[src/rtl/vga_seq_pkg.sv]
// Shared types and the demo scene table for the VGA demo sequencer.
package vga_seq_pkg;

    localparam int unsigned NUM_SCENES = 8;
    localparam int unsigned SCENE_W    = 3;
    localparam int unsigned MODE_W     = 4;
    localparam int unsigned DEPTH_W    = 3;

    typedef enum logic [1:0] {
        ST_RUN    = 2'd0,
        ST_SWITCH = 2'd1,
        ST_MANUAL = 2'd2
    } seq_state_e;

    typedef struct packed {
        logic [MODE_W-1:0]  mode;
        logic [DEPTH_W-1:0] depth;
    } scene_t;

    localparam scene_t SCENE_TABLE [NUM_SCENES] = '{
        '{mode: 4'd1, depth: 3'd7},
        '{mode: 4'd4, depth: 3'd6},
        '{mode: 4'd3, depth: 3'd5},
        '{mode: 4'd5, depth: 3'd4},
        '{mode: 4'd2, depth: 3'd3},
        '{mode: 4'd4, depth: 3'd2},
        '{mode: 4'd7, depth: 3'd1},
        '{mode: 4'd6, depth: 3'd0}
    };

    function automatic scene_t scene_lookup(input logic [SCENE_W-1:0] idx);
        return SCENE_TABLE[idx];
    endfunction

endpackage

[src/rtl/vga_seq_vsync_edge.sv]
// Samples vsync once and emits a one-cycle frame tick on its asserting edge.
module vga_seq_vsync_edge #(
    parameter int unsigned ACTIVE_LOW = 1
) (
    input  logic clk,
    input  logic rst_n,
    input  logic vsync_i,
    output logic frame_tick_o
);

    localparam logic INACTIVE = (ACTIVE_LOW != 0);

    logic r_vsync;
    logic r_tick;
    logic w_edge;

    // Asserting edge: input now at the active level, previous sample inactive.
    assign w_edge = (vsync_i != INACTIVE) && (r_vsync == INACTIVE);

    always_ff @(posedge clk) begin
        if (!rst_n) begin
            r_vsync <= INACTIVE;
            r_tick  <= 1'b0;
        end else begin
            r_vsync <= vsync_i;
            r_tick  <= w_edge;
        end
    end

    assign frame_tick_o = r_tick;

endmodule

[src/rtl/vga_demo_sequencer.sv]
// Cycles the pattern generator through demo scenes, with manual override and
// a reset pulse on every scene change. Define VGA_SEQ_FADE_EN to fade depth in.
module vga_demo_sequencer
    import vga_seq_pkg::*;
#(
    parameter int unsigned DWELL_FRAMES     = 128,
    parameter int unsigned RST_CYCLES       = 4,
    parameter int unsigned VSYNC_ACTIVE_LOW = 1
) (
    input  logic               clk,
    input  logic               rst_n,
    input  logic               vsync_i,
    input  logic               manual_i,
    input  logic [MODE_W-1:0]  manual_mode_i,
    input  logic [DEPTH_W-1:0] manual_depth_i,
    input  logic               pause_i,
    output logic [MODE_W-1:0]  mode_o,
    output logic [DEPTH_W-1:0] depth_o,
    output logic [SCENE_W-1:0] scene_o,
    output logic               project_rst_n_o,
    output logic               frame_tick_o
);

    localparam int unsigned      CNT_W      = 8;
    localparam int unsigned      RCNT_W     = 4;
    localparam logic [CNT_W-1:0] DWELL_LAST = CNT_W'(DWELL_FRAMES - 1);
    localparam logic [RCNT_W-1:0] RST_LOAD   = RCNT_W'(RST_CYCLES);
    localparam logic [RCNT_W-1:0] RST_RELOAD = RCNT_W'(RST_CYCLES - 1);

    seq_state_e          r_state, w_state_nxt;
    logic [SCENE_W-1:0]  r_scene, w_scene_nxt;
    logic [CNT_W-1:0]    r_frame_cnt, w_frame_cnt_nxt;
    logic [RCNT_W-1:0]   r_rst_cnt, w_rst_cnt_nxt;
    logic [MODE_W-1:0]   r_mode, w_mode_nxt;
    logic [DEPTH_W-1:0]  r_depth, w_depth_nxt;
    logic                r_prst_n, w_prst_n_nxt;

    logic                w_tick;
    logic                w_advance;
    scene_t              w_cur;
    scene_t              w_new;
    logic [DEPTH_W-1:0]  w_run_depth;
    logic [DEPTH_W-1:0]  w_cur_entry_depth;
    logic [DEPTH_W-1:0]  w_new_entry_depth;

    vga_seq_vsync_edge #(
        .ACTIVE_LOW (VSYNC_ACTIVE_LOW)
    ) u_vsync_edge (
        .clk          (clk),
        .rst_n        (rst_n),
        .vsync_i      (vsync_i),
        .frame_tick_o (w_tick)
    );

    assign w_advance = w_tick && !pause_i;
    assign w_cur     = scene_lookup(r_scene);
    assign w_new     = scene_lookup(r_scene + SCENE_W'(1));

`ifdef VGA_SEQ_FADE_EN
    // Depth ramps from 0 up to the table value, one step per frame.
    assign w_run_depth       = (w_tick && (r_depth < w_cur.depth)) ? r_depth + DEPTH_W'(1) : r_depth;
    assign w_cur_entry_depth = '0;
    assign w_new_entry_depth = '0;
`else
    assign w_run_depth       = r_depth;
    assign w_cur_entry_depth = w_cur.depth;
    assign w_new_entry_depth = w_new.depth;
`endif

    always_ff @(posedge clk) begin
        if (!rst_n) begin
            r_state     <= ST_SWITCH;
            r_scene     <= '0;
            r_frame_cnt <= '0;
            r_rst_cnt   <= RST_LOAD;
            r_mode      <= SCENE_TABLE[0].mode;
            r_depth     <= SCENE_TABLE[0].depth;
            r_prst_n    <= 1'b0;
        end else begin
            r_state     <= w_state_nxt;
            r_scene     <= w_scene_nxt;
            r_frame_cnt <= w_frame_cnt_nxt;
            r_rst_cnt   <= w_rst_cnt_nxt;
            r_mode      <= w_mode_nxt;
            r_depth     <= w_depth_nxt;
            r_prst_n    <= w_prst_n_nxt;
        end
    end

    always_comb begin
        w_state_nxt     = r_state;
        w_scene_nxt     = r_scene;
        w_frame_cnt_nxt = r_frame_cnt;
        w_rst_cnt_nxt   = r_rst_cnt;
        w_mode_nxt      = r_mode;
        w_depth_nxt     = r_depth;
        w_prst_n_nxt    = r_prst_n;

        case (r_state)
            ST_RUN: begin
                if (manual_i) begin
                    w_state_nxt = ST_MANUAL;
                    w_mode_nxt  = manual_mode_i;
                    w_depth_nxt = manual_depth_i;
                end else begin
                    w_depth_nxt = w_run_depth;
                    if (w_advance) begin
                        // >= also recovers a count that overran during SWITCH
                        if (r_frame_cnt >= DWELL_LAST) begin
                            w_frame_cnt_nxt = '0;
                            w_scene_nxt     = r_scene + SCENE_W'(1);
                            w_state_nxt     = ST_SWITCH;
                            w_mode_nxt      = w_new.mode;
                            w_depth_nxt     = w_new_entry_depth;
                            w_prst_n_nxt    = 1'b0;
                            w_rst_cnt_nxt   = RST_RELOAD;
                        end else begin
                            w_frame_cnt_nxt = r_frame_cnt + CNT_W'(1);
                        end
                    end
                end
            end
            ST_SWITCH: begin
                w_depth_nxt = w_run_depth;
                if (w_advance) begin
                    w_frame_cnt_nxt = r_frame_cnt + CNT_W'(1);
                end
                if (r_rst_cnt != '0) begin
                    w_rst_cnt_nxt = r_rst_cnt - RCNT_W'(1);
                end else begin
                    w_prst_n_nxt = 1'b1;
                    if (manual_i) begin
                        w_state_nxt = ST_MANUAL;
                        w_mode_nxt  = manual_mode_i;
                        w_depth_nxt = manual_depth_i;
                    end else begin
                        w_state_nxt = ST_RUN;
                    end
                end
            end
            ST_MANUAL: begin
                if (manual_i) begin
                    w_mode_nxt  = manual_mode_i;
                    w_depth_nxt = manual_depth_i;
                end else begin
                    w_frame_cnt_nxt = '0;
                    w_state_nxt     = ST_SWITCH;
                    w_mode_nxt      = w_cur.mode;
                    w_depth_nxt     = w_cur_entry_depth;
                    w_prst_n_nxt    = 1'b0;
                    w_rst_cnt_nxt   = RST_RELOAD;
                end
            end
            default: begin
                w_state_nxt = ST_RUN;
            end
        endcase
    end

    assign mode_o          = r_mode;
    assign depth_o         = r_depth;
    assign scene_o         = r_scene;
    assign project_rst_n_o = r_prst_n;
    assign frame_tick_o    = w_tick;

endmodule

[config.mk]
export PLATFORM = sky130hd
export DESIGN_NAME = vga_demo_sequencer
export DESIGN_NICKNAME = d
export VERILOG_FILES = /design/src/rtl/vga_seq_pkg.sv /design/src/rtl/vga_seq_vsync_edge.sv /design/src/rtl/vga_demo_sequencer.sv
export SDC_FILE = /design/constraint.sdc
export NUM_CORES = 1
export LEC_CHECK = 0
export CAP_MARGIN = 5
export CORE_UTILIZATION = 50
export CTS_CLUSTER_SIZE = 24
export DETAILED_ROUTE_END_ITERATION = 7
export GPL_ROUTABILITY_DRIVEN = 0
export PLACE_DENSITY = 0.74
export SETUP_SLACK_MARGIN = 0.1
export SYNTH_ARGS = -nofsm -noshare
export SYNTH_HDL_FRONTEND = slang
export SYNTH_HIERARCHICAL = 1
export SYNTH_SLANG_ARGS = --single-unit
[constraint.sdc]
create_clock -name clk -period 5.9 [get_ports clk]
set_input_delay 0.59 -clock clk [delete_from_list [all_inputs] [get_ports clk]]
set_output_delay 0.59 -clock clk [all_outputs]
set_load 0.01 [all_outputs]
# Yosys cells after proc, flatten, opt, wreduce, memory -nomap -nowiden
# Memory sizes are Yosys's and may differ from the RTL's.
# Cells that the tools add are included.
[totals] n_memories=2 reg_bits=27 mem_bits_ro=112 in_bits=12 wordCells=88
[mem_list] name="(name not given)" words=8 word_bits=7 read_ports=1 rd_ports_with_merged_regs=0 write_ports=0 line_no="vga_seq_pkg.sv:32" text="return SCENE_TABLE[idx];"
[mem_list] name="(name not given)" words=8 word_bits=7 read_ports=1 rd_ports_with_merged_regs=0 write_ports=0 line_no="vga_seq_pkg.sv:32"
[op_classes] reduce_logical=12 order_cmp=3 addsub=3 n_mux=43 eq_ne=12 n_bitwise=4
[op_table] op="$mux 4" n=11
[op_table] op="$mux 8" n=5
[op_table] op="$mux 7" n=4
[op_table] op="$pmux 4 s3" n=2
[op_table] op="$pmux 8 s3" n=1
[op_table] op="$mux 3" n=6
[op_table] op="$ne 2x2->1 const B" n=8
[op_table] op="$mux 2" n=6
[op_table] op="$reduce_and 6->1" n=2
[op_table] op="$reduce_and 5->1" n=2
[op_table] op="$pmux 3 s3" n=1
[op_table] op="$add 8x1->8 const B" n=1
[op_table] op="$ge 4x4->1 const B" n=2
[op_table] op="$ge 8x7->1 const B" n=1
[op_table] op="$not 3->4" n=2
[op_table] op="$reduce_and 4->1" n=2
[op_table] op="$ne 3x3->1 const B" n=2
[op_table] op="$pmux 2 s3" n=1
[op_table] op="$mux 1" n=5
[op_table] op="$reduce_bool 4->1" n=1
[op_table] op="$sub 4x1->4 const B" n=1
[op_table] op="$add 3x1->3 const B" n=1
[op_table] op="$pmux 1 s3" n=1
[op_table] op="$reduce_bool 3->1" n=1
[op_table] op="other kinds (6)" n=8

# Longest topological paths before layout
# Gate-level depths: netlist of the first run.
[depth] word_depth=9 mapped_depth=8 ltp_nobuf=7

# Modules after synthesis
# The synthesis of the first run kept the hierarchy.
[by_module_without_submodules] mod="vga_demo_sequencer" n_inst=1 cells_each=203 area_each_um2=1715.4
[by_module_without_submodules] mod="vga_seq_vsync_edge" n_inst=1 cells_each=4 area_each_um2=55.1

# Least setup slack after synthesis of the first run
# No wires, ideal clock.
[synth_path] path_kind="register to register" from="reg r_state[0]" to="reg r_prst_n (netlist: project_rst_n_o)" slack_ns=4.026 required_time_ns=5.765 path_stages_with_launch=8 setup_time_ns=0.135 synth_period_minus_slack_ns=1.874 arrival_ns=1.739 path_buffers=2 path_cell_list="dfxtp_1 inv_1 ha_1 clkbuf_1 clkbuf_1 a21oi_1 o311ai_0 o41ai_1"
[synth_via] elab_chain_len=3 word_cells_on_any_way=11 cone_classes="7 x eq/ne; 1 x mux; 3 x reduce/logical"
[synth_lines] item="from (decl)" line_no="vga_demo_sequencer.sv:30" text="seq_state_e r_state, w_state_nxt;"
[synth_lines] item="from (signal assigned)" line_no="vga_demo_sequencer.sv:80" text="r_state <= w_state_nxt;"
[synth_lines] item="$eq 2x1->1, or another cell as far along" line_no="vga_demo_sequencer.sv:99" text="case (r_state)"
[synth_lines] item="$ne 2x2->1 (no line) or $reduce_bool 3->1 (tied branches)"
[synth_lines] item="$reduce_and 6->1 (no line)"
[synth_lines] item="to (signal assigned)" line_no="vga_demo_sequencer.sv:86" text="r_prst_n <= w_prst_n_nxt;"
[synth_lines] item="to (decl)" line_no="vga_demo_sequencer.sv:36" text="logic r_prst_n, w_prst_n_nxt;"
# Parallel ways exist; a longest one is shown, timed or not.
# A chain may end at the register's enable or synchronous reset.

# Worst setup path in the final report of the first run
[layout_path] from="in manual_i" to="reg r_prst_n (netlist: project_rst_n_o)"
[layout_via] elab_chain_len=2 word_cells_on_any_way=3 cone_classes="2 x eq/ne; 1 x reduce/logical"
[layout_lines] item="from (decl)" line_no="vga_demo_sequencer.sv:13" text="input logic manual_i,"
[layout_lines] item="$ne 2x2->1 (no line)"
[layout_lines] item="$reduce_and 6->1 (no line) *"
# Every way passes the cells marked *; elsewhere a longest branch is shown, timed or not.

==> results of run 1 <==
layout make-up:
| cell class | count | area (um2) |
|---|---|---|
| Inverter | 10 | 37.54 |
| Multi-Input combinational cell | 160 | 1136 |
| Timing Repair Buffer | 23 | 230.2 |
| Tap cell | 46 | 57.56 |
| Fill cell | 338 | 1335 |
| Sequential cell | 27 | 540.5 |
| Clock buffer | 4 | 26.28 |
placed cells by master (no fill, tap or decap), drive strengths merged, types with 2 or more instances in the layout:
cell type      synthesis  routed
o41ai                  4       4
or3                    2       2
nand4b                 2       2
o211ai                 2       2
a21boi                 2       2
ha                    12      12
a211oi                 2       2
o22ai                  2       2
a22o                   2       2
nor2                  15      15
clkdlybuf4s50          0      23
o311ai                 2       2
and3                   2       2
dfxtp                 27      27
nand3                 12      12
nand2                 26      26
a31oi                  2       2
nor3                   3       3
o21ai                 14      14
a21oi                 13      13
xnor2                  3       3
xor2                   6       6
nand2b                 6       6
o2111ai                2       2
clkbuf                 5       4
nand4                  3       3
inv                   10      10
mux2i                  3       3
flip-flops by register name, indices dropped and copies added (netlist names):
register and flops:
depth_o 3, mode_o 4, project_rst_n_o 1, r_frame_cnt 8, r_rst_cnt 4, r_state 2, scene_o 3, u_vsync_edge/frame_tick_o 1
u_vsync_edge/r_vsync 1
stage by stage:
step	hold slack, ns	util [%]	power, mW	instance area, um2	instances
after global placement	0.4579	59.52	0.7752	2002	266
after CTS	0.4909	60.31	0.8889	2028	270
after floorplan	0.4480	-	0.6772	1770	207
after detailed placement	0.4601	59.52	0.8090	2002	266
final	0.4826	60.31	0.8931	2028	270
after global routing	0.5102	60.31	0.9602	2028	270
worst max-delay path by stage:
stage | to | slack [ns] | cells past startpoint
2_1_floorplan | project_rst_n_o$_SDFFE_PN0P_ | 4.03 | 7
3_3_place_gp | mode_o[0]$_SDFFE_PN1P_ | 3.32 | 6
3_5_place_dp | project_rst_n_o$_SDFFE_PN0P_ | 3.14 | 5
4_1_cts | project_rst_n_o$_SDFFE_PN0P_ | 3.49 | 5
5_1_grt | mode_o[0]$_SDFFE_PN1P_ | 3.38 | 7
6_report | project_rst_n_o$_SDFFE_PN0P_ | 3.45 | 5
power by group through the flow:
stage / logic (mW) / clock network [mW] / registers, mW
final: 0.552 / 0.0808 / 0.260
after global routing: 0.604 / 0.0906 / 0.266
after CTS: 0.548 / 0.0817 / 0.259
after detailed placement: 0.546 / 0 / 0.263
after global placement: 0.516 / 0 / 0.259
after floorplan: 0.412 / 0 / 0.265
layer usage:
metal | part of all wire, % | up-vias
li1 | - | 781
met1 | 42 | 780
met2 | 54 | 34
met3 | 3.4 | 2
met4 | 0.51 | 0
met5 | 0 | -
worst max-delay path: cells and delay by family:
kind | cells | cell delay (ns)
AOI/OAI and AO/OA | 3 | 0.74
buffers and inverters | 1 | 0.79
and+or+nand+nor | 1 | 0.53
cells by family (layout without fill, tap and decap cells):
family          count (synthesis)  in the layout  synth area share (%)
simple gates                   80             80                 24.03
flops                          27             27                 30.53
xor+xnor                        9              9                 4.453
compound gates                 56             56                 25.51
mux                             3              3                 1.696
fa+ha+maj                      12             12                 8.480
buf+inv                        20             37                 5.300
==> flow_results.org, run 1 <==
** Clock tree
- Clock transition time at the flip-flop clock pins of the worst setup and hold paths :: between 0.1 and 0.15 ns
- Clock tree root buffer cell :: sky130_fd_sc_hd__clkbuf_4
- TritonCTS built the clock tree.
- Longest Clk Path Bufs :: 2
- Cts bufs inserted :: 3
- Buffers inserted to repair hold after CTS numbered 0.
- The number of setup buffers added after CTS is 0.
- Number of clock sinks :: 27
- CTS built an H-tree with a depth of 1.
- Clock latency of the later-clocked register in the worst-skew pair :: 0.32 ns
- Number of cells upsized or downsized after cts :: 0

** Floorplanning
- Initial core utilization :: a little over half
- Core Rows :: 21
- The die covers 3783 um2.
- X dimension of the die :: slightly above 60 um
- The core region is 3363 um2.
- The die is around 60 um tall.
- I/O pin total :: 24

** Route
- Routed len/inst :: between 15 and 20 um
- Detailed-routing iteration count for the pre-antenna-repair pass :: 4
- Final wirelength :: just over 4000 um
- The detailed router placed between 1500 and 2000 vias in this run.
- In the routed layout, each cell is associated on average with a via count of 5.915.
- The first routing iteration left 100 violations.
- The count of nets left with antenna violations once routing finished came out at 0.
- DRC violations left :: 0

** Pwr
- Switch share :: a little under half
- Switching power :: 0.4179 mW
- Per report_power, the sequential group accounts for approximately 29% of the total.
- Combinational group share of total power :: ~62%
- The internal portion of the total power is between 0.4 and 0.5 mW.
- Dividing total power by cell area gives a power density of 440.4 nW/um2.
- Worst-case vdd ir drop :: ~280 uV
- Leak pwr :: between 0.7 and 0.8 nW
- Proportion of power drawn by the clock network :: 9.0%

** Global route
- Total congestion overflow after global routing :: 0
- Antenna violations before repair :: 0
- GR met1 Demand/Resource :: between 20 and 30%
- Met3 Use GR :: approximately 1.9%
- The first global-routing pass estimated roughly 6300 um of wire.
- The number of global-route vias before repair came to ~1400.
- Global routing consumed, on the met2 layer, a little over two fifths of the routing resources.
- Overall fraction of global-route tracks in use :: 22.54%
- Entering global routing, the biggest net connects 24 pins.
- Global-route layer with the greatest usage :: met2

** Critical path
- Worst Path Required :: approximately 6 ns
- CP Launch Point :: manual_i
- Along the worst path, the maximum fanout reaches 23.
- Cell count of the worst reg-to-reg path :: 7
- Type of the worst setup path :: in -> reg
- Kind of start point of the critical path :: primary input
- The slowest stage of the critical path is the sky130_fd_sc_hd__clkdlybuf4s50_1 cell.
- STA puts the critical path data arrival time at between 2 and 3 ns.
- On the worst path, the slowest cell contributes a delay of ~0.79 ns.
- Critical register-to-register path endpoint :: mode_o[0]$_SDFFE_PN1P_
- Sequence of cells on the critical path :: clkdlybuf4s50_1 > and2b_1 > a21oi_1 > o311ai_0 > o41ai_1
- STA classifies the critical path endpoint as a flop.
- R2R Setup Slk :: 3.63 ns
- Crit Reg-Reg Startpoint :: r_state[1]$_SDFFE_PN0P_

** STA
- After routing, the total negative slack on setup checks comes to 0 ns.
- Setup repair after global routing left no endpoint under its margin.
- Final max-slew violation count :: 0
- Post-layout minimum cycle time :: 2.447 ns
- The hold violation total from the final report is 0.
- Number of failing setup endpoints in the final timing report :: 0
- Of the available clock period, the critical path in the final layout requires between 40% and 50%.
- At the pin with the least slew margin, the transition time is about 0.75 ns.
- Timing would allow up to between 0.4 and 0.5 GHz.
- Across the routed clock network, the largest skew measured is approximately 0.0019 ns.
- Max-Slew Margin vs Limit :: between 40% and 50%
- Worst path setup slack after routing :: roughly 3.5 ns

** Place
- Detailed-placement wirelength estimate :: 3139 um
- Count of input and output buffers :: 23
- Worst setup slack after placement :: approximately 3.1 ns

** Logic synthesis
- Mean post-synth cell area :: around 8.6 um2
- Syn Inst Count :: approximately 210
- Cell area after synthesis :: about 1800 um2
- In this run, distinct cell masters in the synthesized netlist total 58.
- The top cell type by area accounts for between 30 and 40% of the synthesized area.
- Counting instances in the post-synthesis netlist gives the leading cell types as sky130_fd_sc_hd__dfxtp_1 (27), sky130_fd_sc_hd__nand2_1 (25), sky130_fd_sc_hd__nor2_1 (15).
- Synthesis warning total :: 6
- In this run, synthesis inferred 0 flip-flops with an integrated enable.
- Fraction of the yosys area taken by sequential cells :: between 30% and 40%
- Of all flip-flops after synthesis, the portion carrying an async set or reset was 0%.
- Ranked by total cell area, the synthesized netlist is headed by sky130_fd_sc_hd__dfxtp_1 (31%), sky130_fd_sc_hd__ha_1 (8.5%), sky130_fd_sc_hd__nand2_1 (5.3%).
- Nets in the synthesized netlist :: about 230
- Number of synthesized register bits :: 27
- Among all cell types in the netlist, the one instantiated most often is sky130_fd_sc_hd__dfxtp_1.
- For this run, the leading register cell type out of synthesis is sky130_fd_sc_hd__dfxtp_1.
- Summed over all instances, the cell type with the most area after synthesis is sky130_fd_sc_hd__dfxtp_1.

** Run
- Across the run, the number of max-cap violations was 0.

** Min path
- Counting instances, the worst hold path has a depth of 2.
- Capture endpoint of the worst hold path :: mode_o[3]$_SDFFE_PN0P_
- The worst hold path belongs to the class reg -> reg.
- Hold Path Origin :: mode_o[3]$_SDFFE_PN0P_

** Layout
- N_diodes :: 0
- At the end of the flow, the number of nets in the layout was ~250.
- The post-route netlist has 7.143% of its cells at a drive strength greater than 1.
- Post-synthesis to final-layout area growth :: 14.56%

** Run status
- Run status :: complete, no violations
No activity file was read; power rests on OpenSTA's default activity.
==> run 2, diff against run 1 <==
Clock period 5.9 ns to 2.4 ns, I/O delays scaled along.
==> run 2 against run 1 <==
Core utilization is 0.71 points higher. Cell area is 1.2% higher. Global-route usage is 1.4 points higher. First-iteration DRC count is 21% lower. Critical path depth is 1 higher. Largest power group unchanged. Highest routed layer unchanged.
==> flow_results.org, run 2 (synthesis results as in run 1) <==
** Run status
- The flow ran to the end, and the final reports show no timing, DRC or antenna violations.

** Global route
- After global routing the overflow that remains totals 0.
- The initial antenna violation count is 0.
- The number of global-route vias before repair came to roughly 1500.
- The first global-routing pass estimated approximately 6700 um of wire.
- Global routing used a little under a quarter of the available tracks.
- Entering global routing, the biggest net connects 18 pins.

** Route
- Detailed-routing iteration count for the pre-antenna-repair pass :: 4
- Routed len/inst :: ~15 um
- DRC violations left :: 0
- Final wirelength :: ~4000 um
- Avg Vias per Cell :: 5.758
- Count of routing violations after the opening detailed-route iteration :: 79
- Number of antenna-violating nets in the routed design :: 0
- The routed layout has around 1600 vias.

** Layout
- After the last flow step, the layout net total stands at roughly 250.
- r_frame_cnt holds more flip-flops than any other register.
- Flip-flop count of the largest register, all copies and words added :: 8
- Cells with a size suffix above 1 make up ~9% of the layout.
- Post-Layout Cell Count :: approximately 270
- The number of antenna diodes in the final layout is 0.
- Leaving out fill and tap cells, the most frequent cells in the layout are sky130_fd_sc_hd__dfxtp_1 (27), sky130_fd_sc_hd__nand2_1 (25), sky130_fd_sc_hd__clkdlybuf4s50_1 (23).
- Relative to the synthesized area, the layout overhead comes to 15.90%.
- Most common cell after layout, fill and taps aside :: sky130_fd_sc_hd__dfxtp_1

** Critical path
- Of all nets on the critical path, the largest fanout is 17.
- At the worst endpoint, the arrival time is about 2.4 ns.
- Measured in cells, the most critical reg-to-reg path has a length of 6.
- Data on the critical path is required at its endpoint by ~2.7 ns.
- The worst setup path is launched from a flop.
- The critical path in this run is classified as reg -> reg.
- R2R Setup Slk :: a little over 0.3 ns
- Element type at the critical path end :: flop

** Floorplanning
- The floorplan step defined a die boundary enclosing about 3800 um2.
- Standard cell core area :: 3363 um2
- X dimension of the die :: between 60 and 70 um
- Once the floorplan was initialized, standard cells occupied 52.64% of the core.
- Measured along the y axis, the die boundary spans a little over 60 um.
- Core Rows :: 21
- I/O pin total :: 24

** STA
- Setup repair after global routing left no endpoint under its margin.
- Setup violations remaining at the end of the flow were counted as 0.
- Final worst-path cycle share :: between 80% and 90%
- Actual transition at the worst max-transition pin :: ~0.69 ns
- Derived from the worst setup path, the maximum achievable clock frequency is approximately 0.48 GHz.
- The hold violation total from the final report came to 0.
- Max-Slew Margin vs Limit :: about 54%
- Setup clock skew after layout :: 0.01231 ns
- The number of pins with negative max-slew slack in the final report is 0.
- After layout, the worst setup slack is around 0.31 ns.
- The worst path in the final design needs a cycle of about 2.1 ns, including I/O delays and setup.
- Final TNS setup :: 0 ns

** Clock tree
- Total number of H-tree levels :: 1
- Gates resized during post-CTS repair numbered 0.
- After clock tree synthesis, the clock-pin slew on the worst setup and hold paths is 0.15 ns.
- The number of setup buffers added after CTS is 0.
- Clock tree root buffer cell :: sky130_fd_sc_hd__clkbuf_4
- No sink is reached through more buffers than the 2 on the longest clock path.
- Clock latency of the later-clocked register in the worst-skew pair :: 0.33 ns
- TritonCTS built the clock tree.
- Number of clock sinks :: 27
- Hold-fix buffer count after cts :: 0
- Cts bufs inserted :: 3

** Pwr
- Leak pwr :: ~0.80 nW
- IR analysis of the VDD net gives a maximum drop of 496.2 uV.
- Power spread over the standard cell area amounts to between 1000 and 1500 nW/um2.

** Place
- Detailed-placement wirelength estimate :: 3066 um
- Once placement completed, the tool counted placed cells totaling about 270.
- Worst setup slack after placement :: 0.3587 ns
- Buffers placed on the I/O ports in this run total 23.

** Min path
- The worst hold path belongs to the class in -> reg.
- The worst hold path passes through 2 cells.

** Run
- Across the run, the number of max-cap violations was 0.
-- run 2: layer usage --
layer	track usage (%)	vias to the layer above	share of wire (%)
met3	2.521	11	4.4
met2	41.94	42	50
met4	8.254	0	2.0
met1	30.35	731	44
met5	0	-	0
li1	-	788	-
-- run 2: area by class of cell --
class | count | area, um2
multi-input cells | 160 | 1136
clock inverters | 1 | 5.005
inverters | 10 | 37.54
fillers | 304 | 1311
well taps | 46 | 57.56
repair buffers | 26 | 252.7
flip-flops and latches | 27 | 540.5
clock buffers | 3 | 22.52
-- run 2: stage by stage --
step	hold WS [ns]	power (mW)	utilization [%]	area, um2
6_report	0.4741	2.211	61.01	2052
5_1_grt	0.4620	2.405	61.01	2052
4_1_cts	0.4697	2.208	61.01	2052
3_5_place_dp	0.4623	2.000	60.19	2024
3_3_place_gp	0.4567	1.929	60.19	2024
2_1_floorplan	0.3130	1.665	-	1770
-- run 2: worst paths after layout --
kind,startpoint,to
max reg2reg,r_state[1]$_SDFFE_PN0P_,r_frame_cnt[7]$_SDFFE_PN0P_
min,vsync_i,u_vsync_edge/r_vsync$_SDFF_PN1_
max,r_state[1]$_SDFFE_PN0P_,r_frame_cnt[7]$_SDFFE_PN0P_
min reg2reg,r_frame_cnt[1]$_SDFFE_PN0P_,r_frame_cnt[1]$_SDFFE_PN0P_
-- run 2: worst max-delay path, stage by stage (launching register included) --
cell	delay (ns)
sky130_fd_sc_hd__dfxtp_1	0.46
sky130_fd_sc_hd__inv_1	0.10
sky130_fd_sc_hd__ha_1	0.44
sky130_fd_sc_hd__a21oi_4	0.37
sky130_fd_sc_hd__nand3_4	0.13
sky130_fd_sc_hd__or3_1	0.38
sky130_fd_sc_hd__a21oi_2	0.13
-- run 2: power breakdown --
part           switching (mW)  leakage, nW  internal, mW
Sequential             0.0862        0.221         0.552
Clock                   0.139       0.0177        0.0627
Combinational           0.805        0.564         0.567
Total                    1.03        0.803          1.18
==> run 3, diff against run 2 <==
Settings changed: CTS_CLUSTER_DIAMETER from default to 60.
==> results of run 3 <==
Same layout as run 2: the final DEF is identical, and so are final timing and power.
